$ cat src/rtl/conv1_pkg.sv
// Shared constants, FSM state type and fixed-width requantisation helper for the conv1 stages.
package conv1_pkg;

  localparam int CONV1_TAPS   = 25;
  localparam int CONV1_PROD_W = 20;
  localparam int CONV1_ACC_W  = 26;
  localparam int CONV1_DATA_W = 14;
  localparam int CONV1_SHIFT  = 6;

  typedef enum logic {
    ST_FIRST = 1'b0,
    ST_ACCUM = 1'b1
  } conv1_state_e;

  // Round-half-up right shift then saturate to the activation range (no ReLU).
  function automatic logic signed [CONV1_DATA_W-1:0] sat_round(
    input logic signed [CONV1_ACC_W-1:0] acc,
    input int unsigned                   shift
  );
    logic signed [CONV1_ACC_W:0] wide;
    logic signed [CONV1_ACC_W:0] maxv;
    logic signed [CONV1_ACC_W:0] minv;
    maxv = (CONV1_ACC_W+1)'((64'sd1 <<< (CONV1_DATA_W - 1)) - 64'sd1);
    minv = ~maxv;
    wide = {acc[CONV1_ACC_W-1], acc} + ((CONV1_ACC_W+1)'(1) <<< (shift - 1));
    wide = wide >>> shift;
    if (wide > maxv)      sat_round = maxv[CONV1_DATA_W-1:0];
    else if (wide < minv) sat_round = minv[CONV1_DATA_W-1:0];
    else                  sat_round = wide[CONV1_DATA_W-1:0];
  endfunction

endpackage

$ cat src/rtl/conv1_requant_sat.sv
// Combinational requantiser: round-half-up arithmetic shift, saturation to DATA_W, optional ReLU.
module conv1_requant_sat #(
  parameter int ACC_W  = 26,
  parameter int DATA_W = 14,
  parameter int SHIFT  = 6,
  parameter int RELU   = 1
) (
  input  logic [ACC_W-1:0]  acc,
  output logic [DATA_W-1:0] act
);

  // One guard bit so adding the rounding constant can never wrap.
  localparam int RW = ACC_W + 1;
  localparam logic signed [RW-1:0] HALF = RW'(1) <<< (SHIFT - 1);
  localparam logic signed [RW-1:0] MAXV = RW'((64'sd1 <<< (DATA_W - 1)) - 64'sd1);
  localparam logic signed [RW-1:0] MINV = ~MAXV;

  logic signed [RW-1:0] rounded;

  // NOTE: every output of a combinational block gets a default first, so no path infers a latch.
  always_comb begin
    act     = '0;
    rounded = ($signed({acc[ACC_W-1], acc}) + HALF) >>> SHIFT;
    if (rounded > MAXV)      act = MAXV[DATA_W-1:0];
    else if (rounded < MINV) act = MINV[DATA_W-1:0];
    else                     act = rounded[DATA_W-1:0];
    if (RELU != 0 && rounded[RW-1]) act = '0;
  end

endmodule

$ cat src/rtl/conv1_acc_requant.sv
// Accumulates TAPS signed products per window, adds bias, requantises and emits one activation per window.
module conv1_acc_requant
  import conv1_pkg::*;
#(
  parameter int TAPS   = CONV1_TAPS,
  parameter int PROD_W = CONV1_PROD_W,
  parameter int ACC_W  = CONV1_ACC_W,
  parameter int DATA_W = CONV1_DATA_W,
  parameter int SHIFT  = CONV1_SHIFT,
  parameter int RELU   = 1
) (
  input  logic              ap_clk,
  input  logic              ap_rst_n,
  input  logic [PROD_W-1:0] prod_data,
  input  logic              prod_valid,
  input  logic              prod_last,
  output logic              prod_ready,
  input  logic [DATA_W-1:0] bias_in,
  output logic [DATA_W-1:0] out_data,
  output logic              out_valid,
  input  logic              out_ready,
  output logic              err_last
);

  localparam int CNT_W = $clog2(TAPS);
  localparam logic [CNT_W-1:0] LAST_TAP = CNT_W'(TAPS - 1);

  logic [1:0]        rst_sync;
  logic              rst_n_int;
  logic              run_q;
  conv1_state_e      state, next_state;
  logic [ACC_W-1:0]  acc, acc_d, sum, prod_ext, bias_ext;
  logic [CNT_W-1:0]  tap_cnt, cnt_d;
  logic              beat, win_end;
  logic [DATA_W-1:0] requant;

  // NOTE: reset asserts asynchronously but releases through two flops, so no state flop sees a
  // reset edge racing the clock; run_q then holds the input closed until the core is out of reset.
  always_ff @(posedge ap_clk or negedge ap_rst_n) begin
    if (!ap_rst_n) rst_sync <= '0;
    else           rst_sync <= {rst_sync[0], 1'b1};
  end
  assign rst_n_int = rst_sync[1];

  assign prod_ready = run_q && !(out_valid && !out_ready);
  assign beat       = prod_valid && prod_ready;
  assign prod_ext   = {{(ACC_W-PROD_W){prod_data[PROD_W-1]}}, prod_data};
  assign bias_ext   = {{(ACC_W-DATA_W){bias_in[DATA_W-1]}}, bias_in} << SHIFT;

  always_comb begin
    next_state = state;
    acc_d      = acc;
    cnt_d      = tap_cnt;
    win_end    = 1'b0;
    sum        = (state == ST_FIRST) ? bias_ext + prod_ext : acc + prod_ext;
    if (beat) begin
      if (state == ST_FIRST) begin
        acc_d      = sum;
        cnt_d      = CNT_W'(1);
        next_state = ST_ACCUM;
      end else if (tap_cnt == LAST_TAP) begin
        // The tap counter alone defines the window boundary; prod_last is only checked against it.
        win_end    = 1'b1;
        acc_d      = '0;
        cnt_d      = '0;
        next_state = ST_FIRST;
      end else begin
        acc_d = sum;
        cnt_d = tap_cnt + CNT_W'(1);
      end
    end
  end

  conv1_requant_sat #(
    .ACC_W  (ACC_W),
    .DATA_W (DATA_W),
    .SHIFT  (SHIFT),
    .RELU   (RELU)
  ) u_requant (
    .acc (sum),
    .act (requant)
  );

  // NOTE: sequential state uses non-blocking assignments so every flop samples pre-edge values.
  always_ff @(posedge ap_clk or negedge rst_n_int) begin
    if (!rst_n_int) begin
      run_q     <= 1'b0;
      state     <= ST_FIRST;
      acc       <= '0;
      tap_cnt   <= '0;
      out_valid <= 1'b0;
      out_data  <= '0;
      err_last  <= 1'b0;
    end else begin
      run_q   <= 1'b1;
      state   <= next_state;
      acc     <= acc_d;
      tap_cnt <= cnt_d;
      if (win_end) begin
        out_valid <= 1'b1;
        out_data  <= requant;
      end else if (out_ready) begin
        out_valid <= 1'b0;
      end
      if (beat && (prod_last != win_end)) err_last <= 1'b1;
    end
  end

endmodule

$ cat config.mk
export PLATFORM = sky130hd
export DESIGN_NAME = conv1_acc_requant
export DESIGN_NICKNAME = d
export VERILOG_FILES = /design/src/rtl/conv1_pkg.sv /design/src/rtl/conv1_requant_sat.sv /design/src/rtl/conv1_acc_requant.sv
export SDC_FILE = /design/constraint.sdc
export NUM_CORES = 1
export LEC_CHECK = 0
export BUFFER_PORTS_ARGS = -buffer_cell sky130_fd_sc_hd__buf_2
export CORE_ASPECT_RATIO = 0.7
export CORE_UTILIZATION = 54
export CTS_CLUSTER_DIAMETER = 200
export CTS_CLUSTER_SIZE = 10
export DETAILED_ROUTE_END_ITERATION = 12
export PLACE_DENSITY_LB_ADDON = 0.15
export REMOVE_ABC_BUFFERS = 1
export SETUP_SLACK_MARGIN = 0.15
export SLEW_MARGIN = 10
export SYNTH_ARGS = -nofsm -noshare
export SYNTH_HDL_FRONTEND = slang
export SYNTH_SLANG_ARGS = --single-unit
export TNS_END_PERCENT = 30
$ cat constraint.sdc
create_clock -name ap_clk -period 1.49 [get_ports ap_clk]
set_clock_uncertainty 0.05 [all_clocks]
set_input_delay 0.298 -clock ap_clk [delete_from_list [all_inputs] [get_ports ap_clk]]
set_output_delay 0.298 -clock ap_clk [all_outputs]
set_load 0.1 [all_outputs]
==> results of run 1 <==
per-layer routing:
layer | GRT usage (%) | GRT overflow
met5 | 10.56 | 0
met4 | 63.29 | 2
met3 | 50.29 | 1
met2 | 87.63 | 5
met1 | 70.43 | 0
kinds of logic after synthesis:
kind of cell / share of synthesized area [%]
adders and majority gates: 11.33
and+or+nand+nor: 22.56
buffers and inverters: 3.484
DFF: 25.56
AOI/OAI and AO/OA: 31.05
xor gates and xnor gates: 4.737
muxes: 1.203
other: 0.07512
cell usage after synthesis (all sizes together) (7+ instances only):
cell type	instances	area, um^2
and3	12	75.07
nor2	22	82.58
xnor2	18	157.7
nand2	70	262.8
nand3	18	100.1
o21a	7	53.80
dfrtp	51	1276
clkbuf	19	71.32
o21ai	72	360.3
a21o	20	150.1
ha	42	525.5
nor3	16	80.08
xor2	9	78.83
nand4	14	87.58
inv	17	63.81
nand2b	14	87.58
or3	9	56.30
a21oi	77	441.7
a31oi	8	50.05
stage by stage:
step,setup TNS [ns],cells,utilization (%),setup WS [ns]
floorplan,-90.01,596,-,-2.929
global placement,-58.00,964,78.57,-2.587
detailed placement,-61.79,964,78.57,-2.708
CTS,-51.56,985,86.99,-2.454
timing repair:
action                     in CTS
cloned                          1
hold endpoints to repair        2
pin swaps                      26
setup buffers                  11
hold buffers                    1
gates resized for setup       103
setup endpoints to repair      64
==> key figures, run 1 <==
Synthesis
  • Post-synthesis sequential area ratio: 25.56%
  • Cells after synthesis: 620
  • #FFs+latches synth: 51
  • Syn avg cell area: 8.052 um^2
  • Mapped Area: 0.004992 mm^2
  • Dominant synthesized flop cell: dfrtp_1
  • EDFF count, synth: 0
  • Distinct cells, synth: 76
  • Yosys warns: 0
  • Ys async rst share: 100.0%

CTS
  • Clock Tree Buf Depth: 2
  • Root Buffer: clkbuf_16
  • Inserted Clock Buffers: 5
  • CTS H-Tree Depth: 2
  • Clk sinks: 51

Floorplanning
  • Die X: 116.9 um
  • Std cell rows: 28
  • Initial Utilization: 57.23%
  • Chip height: 82.45 um
  • IO Pins: 56

Placed design
  • Final GP Congestion: 0.9381
  • Area after DPL: 0.006854 mm^2
  • Post-DP HPWL: 13.98 mm
  • Port-buffer cells: 55

STA
  • Kind of the worst endpoint: register data pin
  • Worst EP post-GRT repair: out_data[7]$_DFFE_PN0P_/D

GRT
  • Total GRT Usage: 68.03%
  • Total gr overflow: 8
  • Largest net degree at the start of global routing: 26

Run status
  • Failed at: global routing (5_1_grt)
  • Run Error: [ERROR GRT-0232] Routing congestion too high. Check the congestion heatmap in the GUI.
  • Status: stopped before the end
==> inputs of run 2 (changes only) <==
--- a/config.mk
+++ b/config.mk
@@ -6,14 +6,10 @@
 export NUM_CORES = 1
 export LEC_CHECK = 0
 export BUFFER_PORTS_ARGS = -buffer_cell sky130_fd_sc_hd__buf_2
-export CORE_ASPECT_RATIO = 0.7
-export CORE_UTILIZATION = 54
-export CTS_CLUSTER_DIAMETER = 200
-export CTS_CLUSTER_SIZE = 10
+export CORE_UTILIZATION = 40
 export DETAILED_ROUTE_END_ITERATION = 12
 export PLACE_DENSITY_LB_ADDON = 0.15
 export REMOVE_ABC_BUFFERS = 1
-export SETUP_SLACK_MARGIN = 0.15
 export SLEW_MARGIN = 10
 export SYNTH_ARGS = -nofsm -noshare
 export SYNTH_HDL_FRONTEND = slang
==> constraint.sdc (replaced) <==
create_clock -name ap_clk -period 1.95 [get_ports ap_clk]
set_clock_uncertainty 0.05 [all_clocks]
set_input_delay 0.39 -clock ap_clk [delete_from_list [all_inputs] [get_ports ap_clk]]
set_output_delay 0.39 -clock ap_clk [all_outputs]
set_load 0.1 [all_outputs]
==> run 2 against run 1 <==
The flow now finishes, with violations (negative setup slack). Synthesized area did not move. Synthesized cell count unchanged.
==> key figures, run 2 <==
Run status
  • Status: complete, but fails checks (was stopped before the end)
  • Failing checks: negative setup slack

Floorplanning
  • Die X: 113.7 um (was 116.9 um)
  • Std cell rows: 40 (was 28)
  • Core box area: 0.01211 mm^2
  • Die area: 0.01293 mm^2
  • Chip height: 113.7 um (was 82.45 um)
  • Initial Utilization: 41.22% (was 57.23%)
  • IO Pins: 56 (unchanged)

Power
  • Power density over the cells: 1595 mW/mm^2
  • Max VDD drop: 783.7 uV
  • Lkg Pwr: 3.594 nW

Layout
  • Commonest non-fill, non-tap cells in the layout: buf_4 (205), nand2_1 (68), buf_2 (54)
  • Top Registers: acc (26), out_data (14), tap_cnt (5)
  • Synthesis-to-finish area growth: 55.54%
  • Largest Register: acc
  • Commonest non-fill, non-tap cell in the layout: buf_4
  • Largest register FFs: 26
  • Share of layout cells above drive strength 1: 43.02%
  • # diodes: 0
  • Core Util, Final: 64.11%
  • Nets: 956

Worst setup path
  • Critical path arrival: 4.00 ns
  • Critical Path End Type: flop
  • CP Data Required Time: 2.08 ns
  • Setup crit start kind: flop
  • R2R Setup Slk: -1.93 ns
  • CP max stage delay: 0.36 ns
  • Critical path class: reg -> reg
  • Slowest cell on the critical path: dfrtp_1
  • Buffers & Inverters on Critical Path: 3
  • Top delay family on crit path: compound AO/OA/AOI/OAI gates
  • Crit path max fanout: 7
  • CP Cell Sequence: ha_2 -> inv_2 -> fa_2 -> nand2b_4 -> a21oi_4 -> o21ai_4 -> a21o_1 -> a221o_1 -> o41a_1 -> nand2b_1 -> or2_2 -> a2111o_1 -> a221oi_4 -> buf_6 -> buf_12 -> a21oi_1

Routing
  • Met2 WL: 8.491 mm
  • M1 WL: 7.990 mm
  • Pre-antenna DRT Iters: 5
  • Antenna-violating nets left: 0
  • DR WL met3: 858 um
  • Via count: 5822
  • Remaining DRCs: 0
  • Vias per inst: 5.587
  • DRT Wirelength: 17.64 mm
  • DR top layer: met4
  • First DRT Iteration DRCs: 294
  • Post-DR wirelength/cell: 16.92 um

Synthesis
  • Cells after synthesis: 620 (unchanged)
  • Mapped Area: 0.004992 mm^2 (unchanged)
  • Post-synthesis sequential area ratio: 25.56% (unchanged)
  • Top cells by count, synth: nand2_1 (70), o21ai_0 (65), a21oi_1 (64) (unchanged)
  • Syn avg cell area: 8.052 um^2 (unchanged)
  • Dominant synthesized flop cell: dfrtp_1 (unchanged)
  • Synth top area cells: dfrtp_1 (26%), ha_1 (11%), o21ai_0 (6.5%) (unchanged)
  • Largest family of logic cells by synthesized area: compound AO/OA/AOI/OAI gates (unchanged)
  • Yosys warns: 0 (unchanged)
  • Synth Area in Compound Gates: 31.05% (unchanged)
  • Top-count cell post-synth: nand2_1 (unchanged)
  • Synth Area in Adders: 11.33% (unchanged)
  • Post-synthesis mux area share: 1.203% (unchanged)
  • #FFs+latches synth: 51 (unchanged)
  • Distinct cells, synth: 76 (unchanged)
  • XOR/XNOR Fraction of Synth Area: 4.737% (unchanged)
  • Yosys top cell area share: 25.56% (unchanged)
  • Ys async rst share: 100.0% (unchanged)
  • Simple-gate share of the synthesized area: 22.56% (unchanged)
  • EDFF count, synth: 0 (unchanged)
  • Post-synth top area cell: dfrtp_1 (unchanged)

CTS
  • Clock Latency Late Sink: 0.30 ns
  • Inserted Clock Buffers: 5 (unchanged)
  • Worst-path clk slew: 0.08 ns
  • Root Buffer: clkbuf_16 (unchanged)
  • CTS H-Tree Depth: 2 (unchanged)
  • Clock Tree Buf Depth: 2 (unchanged)
  • Clk sinks: 51 (unchanged)
  • CTS tree: done

GRT
  • Global-route wire length before repair: 27.84 mm
  • Largest net degree at the start of global routing: 50
  • Total GRT Usage: 27.59%
  • Total gr overflow: 0
  • Initial antenna violation count: 0
  • Vias in the first global route: 5667

STA
  • RSZ-0062 raised after global routing: true
  • Final worst slack: -1.925 ns
  • Final period util: 198.7%
  • Hold Fails Final Rpt: 0
  • Worst relative slew slack: 62.13%
  • Max frequency: 258.1 MHz
  • Final min period: 3.875 ns
  • Max-slew violations: 0
  • Setup violations, final: 34
  • Worst slew pin tran: 0.5639 ns
  • Final hold slack: 0.1920 ns

Placed design
  • Final GP Congestion: 0.9389 (was 0.9381)
  • Port-buffer cells: 55 (unchanged)
  • Post-DP HPWL: 13.54 mm (was 13.98 mm)

Run
  • MaxCap Viol Count: 0

Min path
  • Worst min-delay path class: reg -> async
run 2: worst reg2reg max path: stages (launching register included):
cell and delay (ns):
dfrtp_1 0.36, ha_2 0.19, inv_2 0.04, fa_2 0.34, nand2b_4 0.17, a21oi_4 0.22
o21ai_4 0.11, a21o_1 0.19, a221o_1 0.31, o41a_1 0.34, nand2b_1 0.18, or2_2 0.30
a2111o_1 0.33, a221oi_4 0.28, buf_6 0.16, buf_12 0.13, a21oi_1 0.07
run 2: worst paths after layout:
path | startpoint | end | depth (start not counted)
min in group ap_clk | rst_sync[0] | rst_sync[1] | 0
min reg2reg | rst_sync[1] | acc[24] | 1
max | acc[0] | out_data[11] | 16
min | rst_sync[1] | acc[24] | 1
max in group asynchronous | rst_sync[1] | acc[8] | 1
max reg2reg | acc[0] | out_data[11] | 16
run 2: report_power, final:
group / internal, mW / leakage, nW / total, mW / switching (mW)
clock network: 0.483 / 0.0675 / 0.916 / 0.433
registers: 1.43 / 0.639 / 1.72 / 0.292
logic: 4.77 / 2.89 / 9.75 / 4.97
run 2: final cells by class:
type,count,area [um^2]
clock buffer,6,128.9
clock inverter,2,16.27
fill,1063,4347
inverter,17,63.81
multi-input combinational,528,4085
sequential,51,1277
tap,168,210.2
timing repair buffer,270,1983
run 2: repair_timing:
item,4_1_cts,5_1_grt
setup buffers,8,2
pin swaps,22,12
gates cloned,1,0
hold buffers,1,0
hold endpoints to repair,2,0
resized for setup,73,36
setup endpoints to repair,35,35
run 2: cell families after synthesis:
family | Yosys count
other | 1
adder cells (fa/ha/maj) | 44
flip-flops | 51
AO/OA/AOI/OAI | 237
buffers and inverters | 42
XOR/XNOR | 27
AND/OR/NAND/NOR | 212
multiplexers | 6
run 2: layer usage:
metal	up-vias	global-route usage (%)
met4	0	7.105
met5	-	0
met2	181	47.76
met3	30	3.135
li1	2821	-
met1	2790	36.57
run 2: stage by stage:
step / cell area, um^2 / total power, mW / setup TNS [ns] / worst slack (ns) / instances
floorplan: 4886 / 6.361 / -64.21 / -2.469 / 596
global placement: 6949 / 9.915 / -46.47 / -2.244 / 1022
detailed placement: 6949 / 10.06 / -49.66 / -2.415 / 1022
CTS: 7565 / 11.76 / -35.16 / -1.926 / 1040
global route: 7765 / 13.19 / -38.61 / -2.081 / 1042
finish: 7765 / 12.38 / -34.29 / -1.925 / 1042
Note: power is estimated with default switching activity, not from simulation.
